==> config.mk <==
export PLATFORM = sky130hd
export DESIGN_NAME = wb_write_arbiter
export DESIGN_NICKNAME = d
export VERILOG_FILES = /design/src/rtl/wb_write_arbiter.sv
export SDC_FILE = /design/constraint.sdc
export NUM_CORES = 1
export LEC_CHECK = 0
export CORE_AREA = 8 8 110 112
export CTS_BUF_LIST = sky130_fd_sc_hd__clkbuf_16
export DETAILED_ROUTE_END_ITERATION = 16
export DIE_AREA = 0 0 118 120
export PLACE_DENSITY = 0.74
export SETUP_SLACK_MARGIN = 0.3
export SLEW_MARGIN = 20
export SYNTH_ARGS = -nofsm -noshare
export SYNTH_HDL_FRONTEND = slang
export SYNTH_SLANG_ARGS = --single-unit
==> constraint.sdc <==
create_clock -name clk -period 2.51 [get_ports clk]
set_input_delay 0.502 -clock clk [delete_from_list [all_inputs] [get_ports clk]]
set_output_delay 0.502 -clock clk [all_outputs]
set_load 0.01 [all_outputs]
==> src/rtl/wb_write_arbiter.sv <==
`default_nettype none
// +--------------------------------------------------------------------------+
// | Module      : wb_write_arbiter                                           |
// | Description : Merges pipeline writeback and long-latency results onto    |
// |               the single regfile write port. The pipeline has priority;  |
// |               long-latency results wait in a small circular queue,       |
// |               younger pipeline writes kill older queued writes (WAW),    |
// |               and a starved queue head raises stall_req for a bubble.    |
// |               Optional macro WB_BYPASS_EN: an empty queue with an idle   |
// |               pipeline slot forwards a result straight to the port.      |
// |               rst is asynchronous and active-low.                        |
// | Revision    : 1.0 - initial release                                      |
// +--------------------------------------------------------------------------+
module wb_write_arbiter #(
  parameter int FIFO_DEPTH  = 2,
  parameter int STALL_LIMIT = 4
) (
  input  logic        clk,
  input  logic        rst,
  input  logic        wb_we,
  input  logic [4:0]  wb_waddr,
  input  logic [31:0] wb_wdata,
  input  logic        lu_valid,
  output logic        lu_ready,
  input  logic [4:0]  lu_waddr,
  input  logic [31:0] lu_wdata,
  output logic        we,
  output logic [4:0]  waddr,
  output logic [31:0] wdata,
  output logic        stall_req,
  output logic        pending,
  input  logic [4:0]  qaddr,
  output logic        qhit
);

  localparam int c_PTR_W = $clog2(FIFO_DEPTH);
  localparam int c_CNT_W = c_PTR_W + 1;
  localparam int c_STV_W = $clog2(STALL_LIMIT + 1);

  // Queue storage and control
  logic [FIFO_DEPTH-1:0] r_live;
  logic [4:0]            r_addr [FIFO_DEPTH];
  logic [31:0]           r_data [FIFO_DEPTH];
  logic [c_PTR_W-1:0]    r_rptr;
  logic [c_PTR_W-1:0]    r_wptr;
  logic [c_CNT_W-1:0]    r_count;
  logic [c_STV_W-1:0]    r_starve;
  logic                  r_stall;

  logic                  w_wb_act;
  logic                  w_empty;
  logic                  w_head_live;
  logic                  w_pop;
  logic                  w_accept;
  logic                  w_bypass;
  logic                  w_push;
  logic                  w_hit;
  logic [c_STV_W-1:0]    w_starve_nxt;

  // Handshake, push/pop decisions; writes to $0 never occupy a slot
  always_comb begin
    w_wb_act    = wb_we && (wb_waddr != 5'd0);
    w_empty     = (r_count == '0);
    w_head_live = !w_empty && r_live[r_rptr];
    // A dead head always leaves; a live head leaves only when the slot is free
    w_pop       = !w_empty && (!r_live[r_rptr] || !w_wb_act);
    lu_ready    = rst && (r_count < c_CNT_W'(FIFO_DEPTH));
    w_accept    = lu_valid && lu_ready;
    w_bypass    = 1'b0;
`ifdef WB_BYPASS_EN
    w_bypass    = w_empty && !w_wb_act && lu_valid && (lu_waddr != 5'd0);
`endif
    w_push      = w_accept && (lu_waddr != 5'd0) && !w_bypass;
  end

  // Write port selection: pipeline, then live head, then optional bypass
  always_comb begin
    we    = 1'b0;
    waddr = 5'd0;
    wdata = 32'd0;
    if (rst) begin
      if (w_wb_act) begin
        we    = 1'b1;
        waddr = wb_waddr;
        wdata = wb_wdata;
      end else if (w_head_live) begin
        we    = 1'b1;
        waddr = r_addr[r_rptr];
        wdata = r_data[r_rptr];
      end else if (w_bypass) begin
        we    = 1'b1;
        waddr = lu_waddr;
        wdata = lu_wdata;
      end
    end
  end

  // Status: any live entry, and decode interlock lookup
  always_comb begin
    w_hit = 1'b0;
    for (int i = 0; i < FIFO_DEPTH; i++) begin
      if (r_live[i] && (r_addr[i] == qaddr)) begin
        w_hit = 1'b1;
      end
    end
    pending = |r_live;
    qhit    = rst && (qaddr != 5'd0) && w_hit;
  end

  // Starvation count: grows only while a live head is blocked, saturating
  always_comb begin
    w_starve_nxt = '0;
    if (w_head_live && !w_pop) begin
      if (r_starve >= c_STV_W'(STALL_LIMIT)) begin
        w_starve_nxt = r_starve;
      end else begin
        w_starve_nxt = r_starve + 1'b1;
      end
    end
  end

  // Queue update: WAW kill first, then pop clear, then push (push is never killed)
  always_ff @(posedge clk or negedge rst) begin
    if (!rst) begin
      r_live  <= '0;
      r_rptr  <= '0;
      r_wptr  <= '0;
      r_count <= '0;
      for (int i = 0; i < FIFO_DEPTH; i++) begin
        r_addr[i] <= 5'd0;
        r_data[i] <= 32'd0;
      end
    end else begin
      for (int i = 0; i < FIFO_DEPTH; i++) begin
        if (w_wb_act && (r_addr[i] == wb_waddr)) begin
          r_live[i] <= 1'b0;
        end
      end
      if (w_pop) begin
        r_live[r_rptr] <= 1'b0;
        r_rptr         <= r_rptr + 1'b1;
      end
      if (w_push) begin
        r_live[r_wptr] <= 1'b1;
        r_addr[r_wptr] <= lu_waddr;
        r_data[r_wptr] <= lu_wdata;
        r_wptr         <= r_wptr + 1'b1;
      end
      case ({w_push, w_pop})
        2'b10:   r_count <= r_count + 1'b1;
        2'b01:   r_count <= r_count - 1'b1;
        default: r_count <= r_count;
      endcase
    end
  end

  // Stall request: set when the blocked head reaches the limit, held until it pops
  always_ff @(posedge clk or negedge rst) begin
    if (!rst) begin
      r_starve <= '0;
      r_stall  <= 1'b0;
    end else begin
      r_starve <= w_starve_nxt;
      if (w_pop) begin
        r_stall <= 1'b0;
      end else if (w_starve_nxt >= c_STV_W'(STALL_LIMIT)) begin
        r_stall <= 1'b1;
      end
    end
  end

  assign stall_req = r_stall;

endmodule
`default_nettype wire

==> metrics.csv <==
stage,metric,value,unit
detailed_routing,topRoutingLayerUsed,met4,
critical_path,crit_family,buffers and inverters,
floorplan,die_y,120,microns
detailed_routing,detail_route.first_pass.iterations,4,
detailed_routing,vias,3628,
detailed_routing,vias_per_cell,5.22,
floorplan,initial_core_util,43.3,%
timing,tightestPinTransition,0.733,ns
logic_synthesis,synth_compound_area_share,8.61,%
detailed_routing,wl_met2,7050,microns
detailed_routing,drc,0,
logic_synthesis,synthAdderAreaFrac,0.825,%
pwr,p_int,4.61,mW
clocking,cts_root_buffer,clkbuf_16,
floorplan,die_w,118,microns
critical_path,max_stage_delay,0.55,ns
logic_synthesis,yosys.area_share.simple,6.05,%
timing,slew_headroom,51.1,%
floorplan,rows,38,
logic_synthesis,postSynthNetCount,453,
logic_synthesis,ys_ff_latch,84,
pwr,power.density,977,nW/um^2
critical_path,worst-path-buf-inv,6,
critical_path,worstPathRequired,2.01,ns
timing,maxSlewViolCount,0,
timing,setup_slack,-0.198,ns
pwr,clock_power_share,18.7,%
pwr,p_seq_share,35.8,%
clocking,hold_buffers,0,
critical_path,path_class,input port to output pin,
floorplan,num_io_pins,125,
clocking,htree_levels,3,
critical_path,crit_chain,"buf_6, or4_4, o21a_4, o21ai_4, buf_12, buf_12, buf_12, buf_12, a211oi_2, buf_2",
layout,final_nets,636,
layout,final_layout_size_suffix_gt1_share,42.3,%
timing,tns,-5.43,ns
logic_synthesis,synth_top_family_by_area,multiplexers,
floorplan,die_area,14200,sq um
detailed_routing,antenna_left,0,
critical_path,r2r-start,r_count[1],
place,post-dp-hpwl,8550,microns
hold_path,hp-class,input port to async pin,
pwr,peakVddDrop,489,uV
logic_synthesis,synthMuxAreaShare,29.4,%
global_route,grt_start_max_net_pins,85,
logic_synthesis,ys.warnings.count,0,
critical_path,cp-end-kind,output pin,
critical_path,path_common_cell,buf_12,
detailed_routing,wl_per_cell,19.4,microns
timing,setup_violations,38,
logic_synthesis,syn_inst,367,
detailed_routing,met3_wirelength,589,microns
timing,finalHoldViolCount,0,
pwr,cellLeakagePower,3.20,nW
status,outcome,"complete, but fails checks",
pwr,p_comb_share,45.5,%
timing,final.period_utilization,108,%
logic_synthesis,synth.distinct_cells,35,
pwr,switchingPower,2.31,mW
job,drv_cap,0,
global_route,grt_pass1_vias,3909,
critical_path,slowest_stage,or4_4,
floorplan,coreArea,10500,sq um
clocking,cts-buffers-inserted,9,
critical_path,ff2ff_setup_slack,0.81,ns
pwr,swShare,33.4,%
layout,syn2layout_area_growth,55.7,%
detailed_routing,wl,13500,microns
place,pre_cts_ws,-0.823,ns
place,io_buffers,124,
global_route,grt.total_usage,18.0,%
critical_path,r2r_end,r_data[38],
layout,diodes,0,
layout,design_area,7080,sq um
clocking,clk-insertion-delay-late,0.33,ns
timing,fin_worst_skew,0.00490,ns
clocking,cts_max_path_buffers,2,
detailed_routing,first_iter_violations,135,
logic_synthesis,seq_area_frac_synth,46.2,%
layout,final_util,67.4,%
clocking,clock_sinks,84,
timing,min_period,2.71,ns
status,violations,negative setup slack,
clocking,clk_pin_slew,0.06,ns
critical_path,arrival,2.21,ns
detailed_routing,wl_met1,5650,microns
place,gp_congestion,0.804,
global_route,overflow,0,
place,dpl_cell_area,6380,sq um
global_route,grt_pass1_wl,20500,microns
critical_path,reg2reg_depth,6,
clocking,tritoncts,built,
logic_synthesis,synth_xor_xnor_area_share,4.81,%
critical_path,cp_max_fo,5,
global_route,antenna_found_initial,0,
timing,rsz0062_at_grt,yes,
critical_path,startpoint_type,input port,
logic_synthesis,syn_area,4550,sq um
timing,fmax,369,MHz
logic_synthesis,avgSynthCellArea,12.4,sq um
[layout make-up]
class	instances	area, sq um
Multi-Input combinational cell	255	2490
Clock inverter	7	68.8
Inverter	4	15.0
Tap cell	140	175
Sequential cell	84	2100
Fill cell	783	3430
Clock buffer	9	225
Timing Repair Buffer	196	2000
[worst reg2reg max path: cells and delay by family (launching register included)]
kind | cells | cell delay, ns
compound gates | 1 | 0.10
buf+inv | 2 | 0.38
flops | 1 | 0.41
mux | 1 | 0.37
simple gates | 2 | 0.33
[worst max path at each step]
stage                 from         to  slack (ns)  cells past startpoint
4_1_cts        wb_waddr[3]  wdata[26]       -0.20                     10
2_1_floorplan  wb_waddr[0]  wdata[21]        0.22                      6
3_5_place_dp   wb_waddr[0]  wdata[11]       -0.82                      7
5_1_grt        wb_waddr[3]  wdata[28]       -0.23                     10
3_3_place_gp   wb_waddr[0]   waddr[3]       -0.76                      7
6_report       wb_waddr[3]  wdata[21]       -0.20                     10
[timing repair]
action                     CTS  global route
setup endpoints to repair   41            59
buffers inserted            17             4
gates resized for setup    199             9
pin swaps                   15             7
gates cloned                 7             6
[kinds of logic (layout without fill, tap and decap cells)]
kind of cell               after synthesis  count (layout)
xor gates and xnor gates                25              25
DFF                                     84              84
and+or+nand+nor                         62              62
adders and majority gates                3               3
muxes                                  113             113
AOI/OAI and AO/OA                       52              52
buffers and inverters                   28             216
[power by group through the flow]
stage / combinational (mW) / sequential (mW) / clock, mW
final: 3.15 / 2.47 / 1.30
after global routing: 3.39 / 2.55 / 1.38
after CTS: 3.06 / 2.46 / 1.32
after detailed placement: 2.90 / 2.48 / 0
after global placement: 2.86 / 2.44 / 0
after floorplan: 2.02 / 2.35 / 0
[cells in the final DEF, fill, tap and decap left out, types with 2 or more instances in the layout]
cell / instances
a211oi_1: 3
a211oi_2: 34
a21oi_1: 3
buf_12: 15
buf_16: 7
buf_2: 39
buf_4: 38
buf_6: 13
clkbuf_16: 12
clkdlybuf4s50_1: 72
clkinvlp_4: 3
dfrtp_1: 82
dfrtp_2: 2
dlygate4sd2_1: 6
dlymetal6s2s_1: 2
ha_1: 3
inv_1: 5
mux2_1: 18
mux2_2: 26
mux2_4: 31
mux2i_1: 38
nand3_1: 4
nor2_1: 45
nor2_4: 2
nor3_1: 2
nor4_1: 2
o21ai_0: 2
o21ai_4: 2
o41ai_1: 2
or4_4: 2
xnor2_1: 11
xor2_1: 14
[through the flow]
| stage | hold WS, ns | total power [mW] | cells |
|---|---|---|---|
| floorplan | 0.206 | 4.37 | 367 |
| global placement | 0.473 | 5.30 | 645 |
| detailed placement | 0.483 | 5.38 | 645 |
| CTS | 0.498 | 6.84 | 685 |
| global route | 0.478 | 7.32 | 695 |
| finish | 0.403 | 6.92 | 695 |
[state kept, by name (all words and copies together) (netlist names)]
register,cells
r_data,64
r_live,2
stall_req,1
r_rptr,1
r_wptr,1
r_count,2
r_addr,10
r_starve,3
[metal layers]
metal	GRT usage, %	up-vias
li1	-	1694
met1	21.1	1833
met2	32.5	89
met3	3.52	12
met4	6.16	0
met5	0	-
[synthesized netlist by cell type]
cell	n	area, sq um
o21a_1	1	7.51
xor2_1	14	123
nor3_1	2	10.0
or4_1	2	15.0
o21ai_2	1	8.76
inv_1	4	15.0
mux2i_1	38	380
o41ai_1	2	17.5
or4_4	1	11.3
or2_2	1	6.26
a211o_1	1	8.76
dfrtp_1	84	2100
mux2_1	19	214
clkbuf_1	5	18.8
mux2_4	30	450
nor2_4	1	11.3
buf_1	1	3.75
ha_1	3	37.5
o211ai_4	1	21.3
o22ai_1	1	6.26
nor2b_1	2	12.5
o2111ai_1	1	8.76
nand3_1	4	20.0
a211oi_1	37	278
nor4_1	2	12.5
buf_2	7	35.0
nor2_1	46	173
nand2_1	1	3.75
buf_4	3	22.5
buf_6	8	90.1
xnor2_1	11	96.3
a21oi_1	3	15.0
o21ai_0	3	15.0
o21ai_1	1	5.00
mux2_2	26	293
No activity file was read; power rests on OpenSTA's default activity.
